==> config.mk <==
export PLATFORM = sky130hd
export DESIGN_NAME = uart_packet_parser
export DESIGN_NICKNAME = d
export VERILOG_FILES = /design/src/rtl/uart_packet_parser.sv
export SDC_FILE = /design/constraint.sdc
export NUM_CORES = 1
export LEC_CHECK = 0
export BUFFER_PORTS_ARGS = -buffer_cell sky130_fd_sc_hd__buf_2
export CORE_ASPECT_RATIO = 0.7
export CORE_UTILIZATION = 40
export CTS_CLUSTER_SIZE = 30
export DETAILED_ROUTE_END_ITERATION = 8
export PLACE_DENSITY = 0.61
export SLEW_MARGIN = 10
export SYNTH_ARGS = -nofsm -noshare
export SYNTH_HDL_FRONTEND = slang
export SYNTH_SLANG_ARGS = --single-unit
==> constraint.sdc <==
create_clock -name clk -period 4.15 [get_ports clk]
set_input_delay 0.415 -clock clk [delete_from_list [all_inputs] [get_ports clk]]
set_output_delay 0.415 -clock clk [all_outputs]
set_load 0.01 [all_outputs]
==> src/rtl/uart_packet_parser.sv <==
`timescale 1ns/1ps
`default_nettype none
// ============================================================================
// Module   : uart_packet_parser
// Brief    : Frames the UART byte stream into command packets. Assembles the
//            payload into 32-bit operands and issues them to the ALU with a
//            start pulse, honouring ALU busy. Flags bad packets and overruns.
// Revision : 1.0 - initial release
// ============================================================================
module uart_packet_parser #(
    parameter logic [15:0] MAX_LEN = 16'hFFFF
) (
    input  logic        clk,
    input  logic        rst,
    input  logic [7:0]  rx_data_i,
    input  logic        rx_valid_i,
    input  logic        alu_busy_i,
    output logic [7:0]  opcode_o,
    output logic [1:0]  top_byte_o,
    output logic [32:0] data1_o,
    output logic        data1_valid_o,
    output logic [32:0] data2_o,
    output logic        data2_valid_o,
    output logic        start_alu_o,
    output logic        err_o,
    output logic [1:0]  err_code_o
);

    localparam logic [7:0]  c_OP_ECHO  = 8'hEC;
    localparam logic [7:0]  c_OP_ADD   = 8'hAD;
    localparam logic [7:0]  c_OP_MUL   = 8'hAC;
    localparam logic [7:0]  c_OP_DIV   = 8'hD1;
    localparam logic [15:0] c_HDR_LEN  = 16'd4;
    localparam logic [15:0] c_ARI_LEN  = 16'd12;
    localparam logic [15:0] c_ECHO_MIN = 16'd5;
    localparam logic [1:0]  c_ERR_OPC  = 2'd1;
    localparam logic [1:0]  c_ERR_LEN  = 2'd2;
    localparam logic [1:0]  c_ERR_OVR  = 2'd3;

    typedef enum logic [2:0] {
        S_OPC     = 3'd0,
        S_RSV     = 3'd1,
        S_LEN_LO  = 3'd2,
        S_LEN_HI  = 3'd3,
        S_PAYLOAD = 3'd4,
        S_DISCARD = 3'd5
    } rx_state_t;

    typedef enum logic [1:0] {
        I_IDLE = 2'd0,
        I_HOLD = 2'd1,
        I_WAIT = 2'd2
    } is_state_t;

    // Receive-side registers
    rx_state_t   r_rx_state;
    logic [7:0]  r_opc;
    logic [7:0]  r_len_lo;
    logic [15:0] r_rem;
    logic [31:0] r_word;
    logic [1:0]  r_bcnt;
    logic        r_widx;
    logic [31:0] r_d1acc;

    // Pending hand-off buffer and issue FSM
    logic        r_pend;
    logic [7:0]  r_p_opc;
    logic [1:0]  r_p_top;
    logic [31:0] r_p_d1;
    logic [31:0] r_p_d2;
    logic        r_p_d2v;
    is_state_t   r_is_state;

    // Receive next-state and completed-set signals
    rx_state_t   w_rx_next;
    logic [7:0]  w_opc_nx;
    logic [7:0]  w_len_lo_nx;
    logic [15:0] w_rem_nx;
    logic [31:0] w_word_nx;
    logic [1:0]  w_bcnt_nx;
    logic        w_widx_nx;
    logic [31:0] w_d1acc_nx;
    logic        w_set_done;
    logic        w_accept;
    logic [1:0]  w_set_top;
    logic [31:0] w_set_d1;
    logic [31:0] w_set_d2;
    logic        w_set_d2v;
    logic        w_err;
    logic [1:0]  w_err_code;

    // Issue-side combinational signals
    is_state_t   w_is_next;
    logic        w_issue;
    logic        w_consume;
    logic        w_load_pend;
    logic [7:0]  w_src_opc;
    logic [1:0]  w_src_top;
    logic [31:0] w_src_d1;
    logic [31:0] w_src_d2;
    logic        w_src_d2v;

    logic        w_is_echo;
    logic        w_is_arith;
    logic [15:0] w_len;
    logic        w_last;
    logic [31:0] w_word_next;

    assign w_is_echo   = (r_opc == c_OP_ECHO);
    assign w_is_arith  = (r_opc == c_OP_ADD) || (r_opc == c_OP_MUL) || (r_opc == c_OP_DIV);
    assign w_len       = {rx_data_i, r_len_lo};
    assign w_last      = (r_rem == 16'd1);
    assign w_word_next = r_word | ({24'd0, rx_data_i} << {r_bcnt, 3'b000});

    // The buffered set leaves this cycle, so a newly completed set can take its place
    assign w_consume   = (r_is_state == I_IDLE) && r_pend && !alu_busy_i;

    // Receive FSM: next state, payload assembly, error detection
    always_comb begin
        w_rx_next   = r_rx_state;
        w_opc_nx    = r_opc;
        w_len_lo_nx = r_len_lo;
        w_rem_nx    = r_rem;
        w_word_nx   = r_word;
        w_bcnt_nx   = r_bcnt;
        w_widx_nx   = r_widx;
        w_d1acc_nx  = r_d1acc;
        w_set_done  = 1'b0;
        w_accept    = 1'b0;
        w_set_top   = 2'd0;
        w_set_d1    = 32'd0;
        w_set_d2    = 32'd0;
        w_set_d2v   = 1'b0;
        w_err       = 1'b0;
        w_err_code  = 2'd0;
        if (rx_valid_i) begin
            case (r_rx_state)
                S_OPC: begin
                    w_opc_nx  = rx_data_i;
                    w_rx_next = S_RSV;
                end
                S_RSV: begin
                    w_rx_next = S_LEN_LO;
                end
                S_LEN_LO: begin
                    w_len_lo_nx = rx_data_i;
                    w_rx_next   = S_LEN_HI;
                end
                S_LEN_HI: begin
                    w_word_nx = 32'd0;
                    w_bcnt_nx = 2'd0;
                    w_widx_nx = 1'b0;
                    w_rem_nx  = w_len - c_HDR_LEN;
                    if (!w_is_echo && !w_is_arith) begin
                        w_err      = 1'b1;
                        w_err_code = c_ERR_OPC;
                    end else if ((w_is_arith && (w_len != c_ARI_LEN)) ||
                                 (w_is_echo && ((w_len < c_ECHO_MIN) || (w_len > MAX_LEN)))) begin
                        w_err      = 1'b1;
                        w_err_code = c_ERR_LEN;
                    end
                    if (!w_err) begin
                        w_rx_next = S_PAYLOAD;
                    end else if (w_len > c_HDR_LEN) begin
                        w_rx_next = S_DISCARD;
                    end else begin
                        w_rem_nx  = 16'd0;
                        w_rx_next = S_OPC;
                    end
                end
                S_PAYLOAD: begin
                    w_rem_nx  = r_rem - 16'd1;
                    w_bcnt_nx = r_bcnt + 2'd1;
                    w_word_nx = w_word_next;
                    if (w_is_echo) begin
                        if ((r_bcnt == 2'd3) || w_last) begin
                            w_set_done = 1'b1;
                            w_set_d1   = w_word_next;
                            w_set_top  = r_bcnt + 2'd1;
                            w_word_nx  = 32'd0;
                        end
                    end else if (r_bcnt == 2'd3) begin
                        w_word_nx = 32'd0;
                        if (!r_widx) begin
                            w_d1acc_nx = w_word_next;
                            w_widx_nx  = 1'b1;
                        end else begin
                            w_set_done = 1'b1;
                            w_set_d1   = r_d1acc;
                            w_set_d2   = w_word_next;
                            w_set_d2v  = 1'b1;
                        end
                    end
                    w_rx_next = w_last ? S_OPC : S_PAYLOAD;
                    // Buffer still occupied and not leaving: drop this set and the packet tail
                    if (w_set_done && r_pend && !w_consume) begin
                        w_err      = 1'b1;
                        w_err_code = c_ERR_OVR;
                        w_rx_next  = w_last ? S_OPC : S_DISCARD;
                    end else begin
                        w_accept = w_set_done;
                    end
                end
                S_DISCARD: begin
                    w_rem_nx = r_rem - 16'd1;
                    if (w_last) begin
                        w_rx_next = S_OPC;
                    end
                end
                default: begin
                    w_rx_next = S_OPC;
                end
            endcase
        end
    end

    // Receive FSM state and assembly registers
    always_ff @(posedge clk or negedge rst) begin
        if (!rst) begin
            r_rx_state <= S_OPC;
            r_opc      <= 8'd0;
            r_len_lo   <= 8'd0;
            r_rem      <= 16'd0;
            r_word     <= 32'd0;
            r_bcnt     <= 2'd0;
            r_widx     <= 1'b0;
            r_d1acc    <= 32'd0;
        end else begin
            r_rx_state <= w_rx_next;
            r_opc      <= w_opc_nx;
            r_len_lo   <= w_len_lo_nx;
            r_rem      <= w_rem_nx;
            r_word     <= w_word_nx;
            r_bcnt     <= w_bcnt_nx;
            r_widx     <= w_widx_nx;
            r_d1acc    <= w_d1acc_nx;
        end
    end

    // Issue source: the buffered set first, else a set completing right now
    assign w_src_opc = r_pend ? r_p_opc : r_opc;
    assign w_src_top = r_pend ? r_p_top : w_set_top;
    assign w_src_d1  = r_pend ? r_p_d1  : w_set_d1;
    assign w_src_d2  = r_pend ? r_p_d2  : w_set_d2;
    assign w_src_d2v = r_pend ? r_p_d2v : w_set_d2v;

    // A fresh set bypassing an empty buffer straight to the ALU is not stored
    assign w_load_pend = w_accept && !(w_issue && !r_pend);

    // Issue FSM: next state and start decision
    always_comb begin
        w_is_next = r_is_state;
        w_issue   = 1'b0;
        case (r_is_state)
            I_IDLE: begin
                if (!alu_busy_i && (r_pend || w_accept)) begin
                    w_issue   = 1'b1;
                    w_is_next = I_HOLD;
                end
            end
            I_HOLD: begin
                w_is_next = I_WAIT;
            end
            I_WAIT: begin
                if (!alu_busy_i) begin
                    w_is_next = I_IDLE;
                end
            end
            default: begin
                w_is_next = I_IDLE;
            end
        endcase
    end

    // Issue FSM state, pending buffer and output registers
    always_ff @(posedge clk or negedge rst) begin
        if (!rst) begin
            r_is_state    <= I_IDLE;
            r_pend        <= 1'b0;
            r_p_opc       <= 8'd0;
            r_p_top       <= 2'd0;
            r_p_d1        <= 32'd0;
            r_p_d2        <= 32'd0;
            r_p_d2v       <= 1'b0;
            opcode_o      <= 8'd0;
            top_byte_o    <= 2'd0;
            data1_o       <= 33'd0;
            data2_o       <= 33'd0;
            data1_valid_o <= 1'b0;
            data2_valid_o <= 1'b0;
            start_alu_o   <= 1'b0;
            err_o         <= 1'b0;
            err_code_o    <= 2'd0;
        end else begin
            r_is_state <= w_is_next;
            if (w_load_pend) begin
                r_pend  <= 1'b1;
                r_p_opc <= r_opc;
                r_p_top <= w_set_top;
                r_p_d1  <= w_set_d1;
                r_p_d2  <= w_set_d2;
                r_p_d2v <= w_set_d2v;
            end else if (w_consume) begin
                r_pend <= 1'b0;
            end
            start_alu_o   <= w_issue;
            data1_valid_o <= w_issue;
            data2_valid_o <= w_issue && w_src_d2v;
            if (w_issue) begin
                opcode_o   <= w_src_opc;
                top_byte_o <= w_src_top;
                data1_o    <= {1'b0, w_src_d1};
                data2_o    <= {1'b0, w_src_d2};
            end
            err_o <= w_err;
            if (w_err) begin
                err_code_o <= w_err_code;
            end
        end
    end

endmodule
`default_nettype wire

[Word level (Yosys, flattened, before mapping)]
Cells that the tools add are included.
Word-level totals
  register bits after elaboration: 259
  bits of input ports: 12
  logic and storage cells: 158
Cells by class
  $add $sub $neg: 3
  order comparisons: 3
  equal/unequal tests: 19
  shift-type cells: 1
  muxes and demuxes: 69
  bitwise operators: 3
  reduce and logical (&&, ||, !) cells: 37
Operators by type and width (number)
  2-to-1 mux 32 bit: 16
  one-hot mux 32 bit (2 select lines): 1
  equality test 8 bit (second input constant): 4
  2-to-1 mux 16 bit: 2
  OR 32 bit: 1
  one-hot mux 16 bit (2 select lines): 1
  left shift 8 x 5 -> 32 bit: 1
  2-to-1 mux 1 bit: 25
  2-to-1 mux 2 bit: 11
  2-to-1 mux 3 bit: 6
  one-hot mux 3 bit (6 select lines): 1
  equality test 16 x 1 -> 1 bit (second input constant): 1
  > comparator 16 bit (second input constant): 1
  > comparator 16 x 3 -> 1 bit (second input constant): 1
  < comparator 16 x 3 -> 1 bit (second input constant): 1
  != test 16 x 4 -> 1 bit (second input constant): 1
  subtractor 16 x 1 -> 16 bit (second input constant): 1
  subtractor 16 x 3 -> 16 bit (second input constant): 1
  AND reduction 2 bit: 6
  logical AND 1 bit: 11
  2-to-1 mux 8 bit: 1
  != test 2 bit (second input constant): 4
  one-hot mux 2 bit (2 select lines): 2
  equality test 3 x 2 -> 1 bit (second input constant): 2
  other kinds (17): 33

[Depth between registers and ports, before layout]
  word-level depth: 19
  depth in mapped cells: 9
  mapped depth without buffers: 7

[Worst setup path before layout]
No wires, ideal clock.
  kind: flip-flop to flip-flop
  start point: reg r_rem[1]
  end point: reg data1_o[0]
  arrival: 2.469 ns
  data required time: 4.025 ns
  setup slack: 1.556 ns
  stages on the path, launching flop included: 10
  path buffers: 2
  period minus slack after synthesis: 2.594 ns
  cells stage by stage: dfrtp_1 inv_1 ha_1 or4b_2 o41ai_4 and3_2 o21a_4 buf_8 buf_12 mux2_4
On the way
  cells in the longest elaborated chain, start to end: 15
  elaborated cells on any way between the ends: 20
  classes of those cells: eq/ne (1); mux (14); reduce/logical (5)
RTL lines
  start: declaration: line 59  | logic [15:0] r_rem;
  start signal: assignment: line 232  | r_rem <= w_rem_nx;
  equality test 16 x 1 -> 1 bit (*): line 112  | assign w_last = (r_rem == 16'd1);
  logical OR 1 bit (*): line 176  | if ((r_bcnt == 2'd3) || w_last) begin
  2-to-1 mux 1 bit: line 176
  2-to-1 mux 1 bit: line 175  | if (w_is_echo) begin
  2-to-1 mux 1 bit: line 137  | case (r_rx_state)
  2-to-1 mux 1 bit: line 136  | if (rx_valid_i) begin
  logical AND 1 bit (2 in a row): line 196  | if (w_set_done && r_pend && !w_consume) begin
  2-to-1 mux 1 bit: line 196
  2-to-1 mux 1 bit: line 137
  2-to-1 mux 1 bit: line 136
  logical OR 1 bit: line 256  | if (!alu_busy_i && (r_pend || w_accept)) begin
  logical AND 1 bit: line 256
  2-to-1 mux 1 bit: line 256
  2-to-1 mux 1 bit: line 254  | case (r_is_state)
  end signal: assignment: line 312  | data1_o <= {1'b0, w_src_d1};
  end: declaration: line 20  | output logic [32:0] data1_o,
Every way passes the cells marked *; elsewhere a longest branch is shown, timed or not. The select of a mux whose other input is x is not followed.
A chain may end at the register's enable or synchronous reset.

[Worst setup path in the final report]
  start point: reg r_rem[6]
  end point: reg r_p_d1[6]
On the way
  cells in the longest elaborated chain, start to end: 18
  elaborated cells on any way between the ends: 22
  classes of those cells: eq/ne (1); mux (13); reduce/logical (8)
RTL lines
  equality test 16 x 1 -> 1 bit (*): line 112
  logical OR 1 bit (*): line 176
  2-to-1 mux 1 bit: line 176
  2-to-1 mux 1 bit: line 175
  2-to-1 mux 1 bit: line 137
  2-to-1 mux 1 bit: line 136
  logical AND 1 bit (2 in a row): line 196
  2-to-1 mux 1 bit: line 196
  2-to-1 mux 1 bit: line 137
  2-to-1 mux 1 bit: line 136
  logical OR 1 bit: line 256
  logical AND 1 bit: line 256
  2-to-1 mux 1 bit: line 256
  2-to-1 mux 1 bit: line 254
  logical AND 1 bit: line 248  | assign w_load_pend = w_accept && !(w_issue && !r_pend);
  zero test 1 bit: line 248
  logical AND 1 bit: line 248
  end signal: assignment: line 300  | r_p_d1 <= w_set_d1;
  end: declaration: line 69  | logic [31:0] r_p_d1;
Marked as above.

==> metrics.txt <==
status=complete, no violations; wire length per cell=19.7 µm; min setup slack post-route=1.04 ns; CTS Sinks=259; crit start category=flop; number of global-route vias before repair=9110; Mapped Area=0.0124 mm²; Crit Path Max Fanout=38; initial antenna violation count=1; clock skew=0.0118 ns; most frequent cells in the layout=258 x dfrtp_1, 196 x o21ai_0, 174 x nand2_1; RSZ-0062 raised after global routing=no; post-synthesis async set-or-reset flop share=100%; Die Area=0.0318 mm²; Antenna Cells=0; yosys warns=0; DRC errors left=0; gr usage total=21.3%; antenna viol nets, final=0; VDD IR max=258 µV; final setup fails=0; IO buf count=91; Max Root-Sink Buffers=3; via count=9606; Cell Pwr Density=507 mW/mm²; CTS clk-pin slew, worst paths=0.06 ns; num rows=53; number of H-tree levels=1; final estimated routing congestion in global placement=0.864; Die W=213 µm; worst flop-to-flop path endpoint=r_p_d1[6]; P&R area growth vs syn=14.1%; Synth Register Bits=259; setup TNS=0 ns; Max-Slew Margin vs Limit=21.3%; clock latency on the worst-skew pair=0.54 ns; fin nets=1296; reg2reg start=r_rem[6]; cells along the critical path=or4_1 > o41ai_4 > and3_2 > nand2_2 > buf_4 > o21ai_0; fmax=321 MHz; synthesized area per cell=10.1 µm²; leading area contributor after synthesis=dfrtp_1; slew of the pin with the lowest slew margin=1.18 ns; Final Instance Area=0.0142 mm²; dpl hpwl=20900 µm; CP max stage delay=0.69 ns; Hold Path End=r_is_state[1]; Worst EP required=4.59 ns; R2R depth=6; Vias/cell=5.62; Final Max Slew Viols=0; Worst Hold Launch=alu_busy_i; placed cell area=0.0132 mm²; core area=0.0302 mm²; Initial Utilization=41.1%; drt initial violations=1071; post-route clock period utilization=75.0%; Final Hold Vio Count=0; Hold WC Path Type=in -> reg; number of library cell types mapped by synthesis=59; DP Worst Slack=1.09 ns; CTS tree=done; WHS Path Cells=3; Most used DFF post-synth=dfrtp_1; WL final=33600 µm; leakage power=6.39 nW; die height=149 µm; gr ovfl total=0; TritonCTS Buffers=27; Critical Path AT=3.55 ns; sequential element share of the synthesized area=52.2%; synthesized instance count=1229; Post-synth EDFFs=0; largest net degree at the start of global routing=111; Max Cap Viol=0; # resized after CTS=0; CTS root buf=clkbuf_16; Top Ports=94; Setup crit end kind=flop; R2R setup slack=1.04 ns; first-pass GRT wire length=53000 µm; Tmin final=3.11 ns; layout cells sized above 1=21.0%; Setup Crit Path Kind=reg -> reg; TritonRoute pass-1 iters=6; commonest non-fill, non-tap cell in the layout=dfrtp_1; Synth area leaders=dfrtp_1 52%, o21ai_0 7.9%, mux2_2 5.8%; top-area cell type share of the netlist area=52.2%; CP max-delay cell=or4_1; Final Hold Slack=0.179 ns
==> registers in the layout, summed over array words and instances, names as in the netlist, 2 cells and up <==
register,flops
data1_o,32
data2_o,32
err_code_o,2
opcode_o,8
r_bcnt,2
r_d1acc,32
r_is_state,2
r_len_lo,8
r_opc,8
r_p_d1,32
r_p_d2,32
r_p_opc,8
r_p_top,2
r_rem,16
r_rx_state,3
r_word,32
top_byte_o,2
==> worst max-delay path by stage <==
stage | slack [ns] | from | endpoint | cells past startpoint
after CTS | 1.06 | r_rem[6] | r_p_d2[15] | 6
final | 1.04 | r_rem[6] | r_p_d1[6] | 6
after global routing | 0.89 | r_rem[7] | r_p_d1[7] | 6
after global placement | 1.09 | r_rem[7] | data1_o[3] | 6
after detailed placement | 1.09 | r_rem[1] | r_p_d2[15] | 8
after floorplan | 1.56 | r_rem[1] | data1_o[0] | 9
==> Yosys cell counts, drive strengths merged, types with 15 or more instances <==
cell	instances
a21o	22
a21oi	81
a22oi	58
buf	17
clkbuf	78
dfrtp	259
mux2	104
nand2	175
nor2	68
nor3	15
nor4	15
o21ai	198
==> routing by layer <==
layer	up-vias	global-route usage, %	routed length, µm
li1	4479	-	-
met4	0	4.21	585
met3	52	4.17	2370
met5	-	0	0
met1	4734	33.8	16800
met2	341	29.6	13800
==> area by class of cell <==
| class | count | area, µm² |
|---|---|---|
| inverter | 10 | 37.5 |
| tap | 412 | 515 |
| multi-input combinational | 866 | 5480 |
| timing repair buffer | 114 | 703 |
| clock inverter | 14 | 226 |
| sequential | 259 | 6480 |
| clock buffer | 35 | 726 |
| fill | 2892 | 16100 |
==> repair_timing <==
item | in CTS | in global routing
endpoints found under the setup margin | 0 | 0
setup buffers | 0 | 0
hold endpoints to repair | 84 | 0
hold buffers | 1 | 0
==> critical path, delay by kind of cell (launching register included) <==
kind,cells,cell delay [ns]
buffers and inverters,1,0.42
AOI/OAI and AO/OA,2,0.80
DFF,1,0.43
and+or+nand+nor,3,1.35
==> where the power goes <==
group	internal (mW)	switching, mW	total [mW]	leakage (nW)
Combinational	0.544	0.833	1.38	2.38
Sequential	2.83	0.357	3.18	3.54
Clock	1.61	1.02	2.63	0.467
==> logic make-up after synthesis <==
family	count (synthesis)	share of synthesized area, %
flip-flops	259	52.2
buffers and inverters	105	4.00
AO/OA/AOI/OAI	413	19.8
adder cells (fa/ha/maj)	6	0.605
other	1	0.0302
XOR/XNOR	13	0.917
multiplexers	104	10.6
AND/OR/NAND/NOR	328	11.8
==> stage by stage <==
stage	std cells	total power [mW]	utilization, %
after global placement	1660	4.55	43.7
after global routing	1710	7.55	46.9
after floorplan	1230	4.12	-
after CTS	1710	7.22	46.9
final	1710	7.19	46.9
after detailed placement	1660	4.57	43.7
Power figures use the tool's default switching activity.
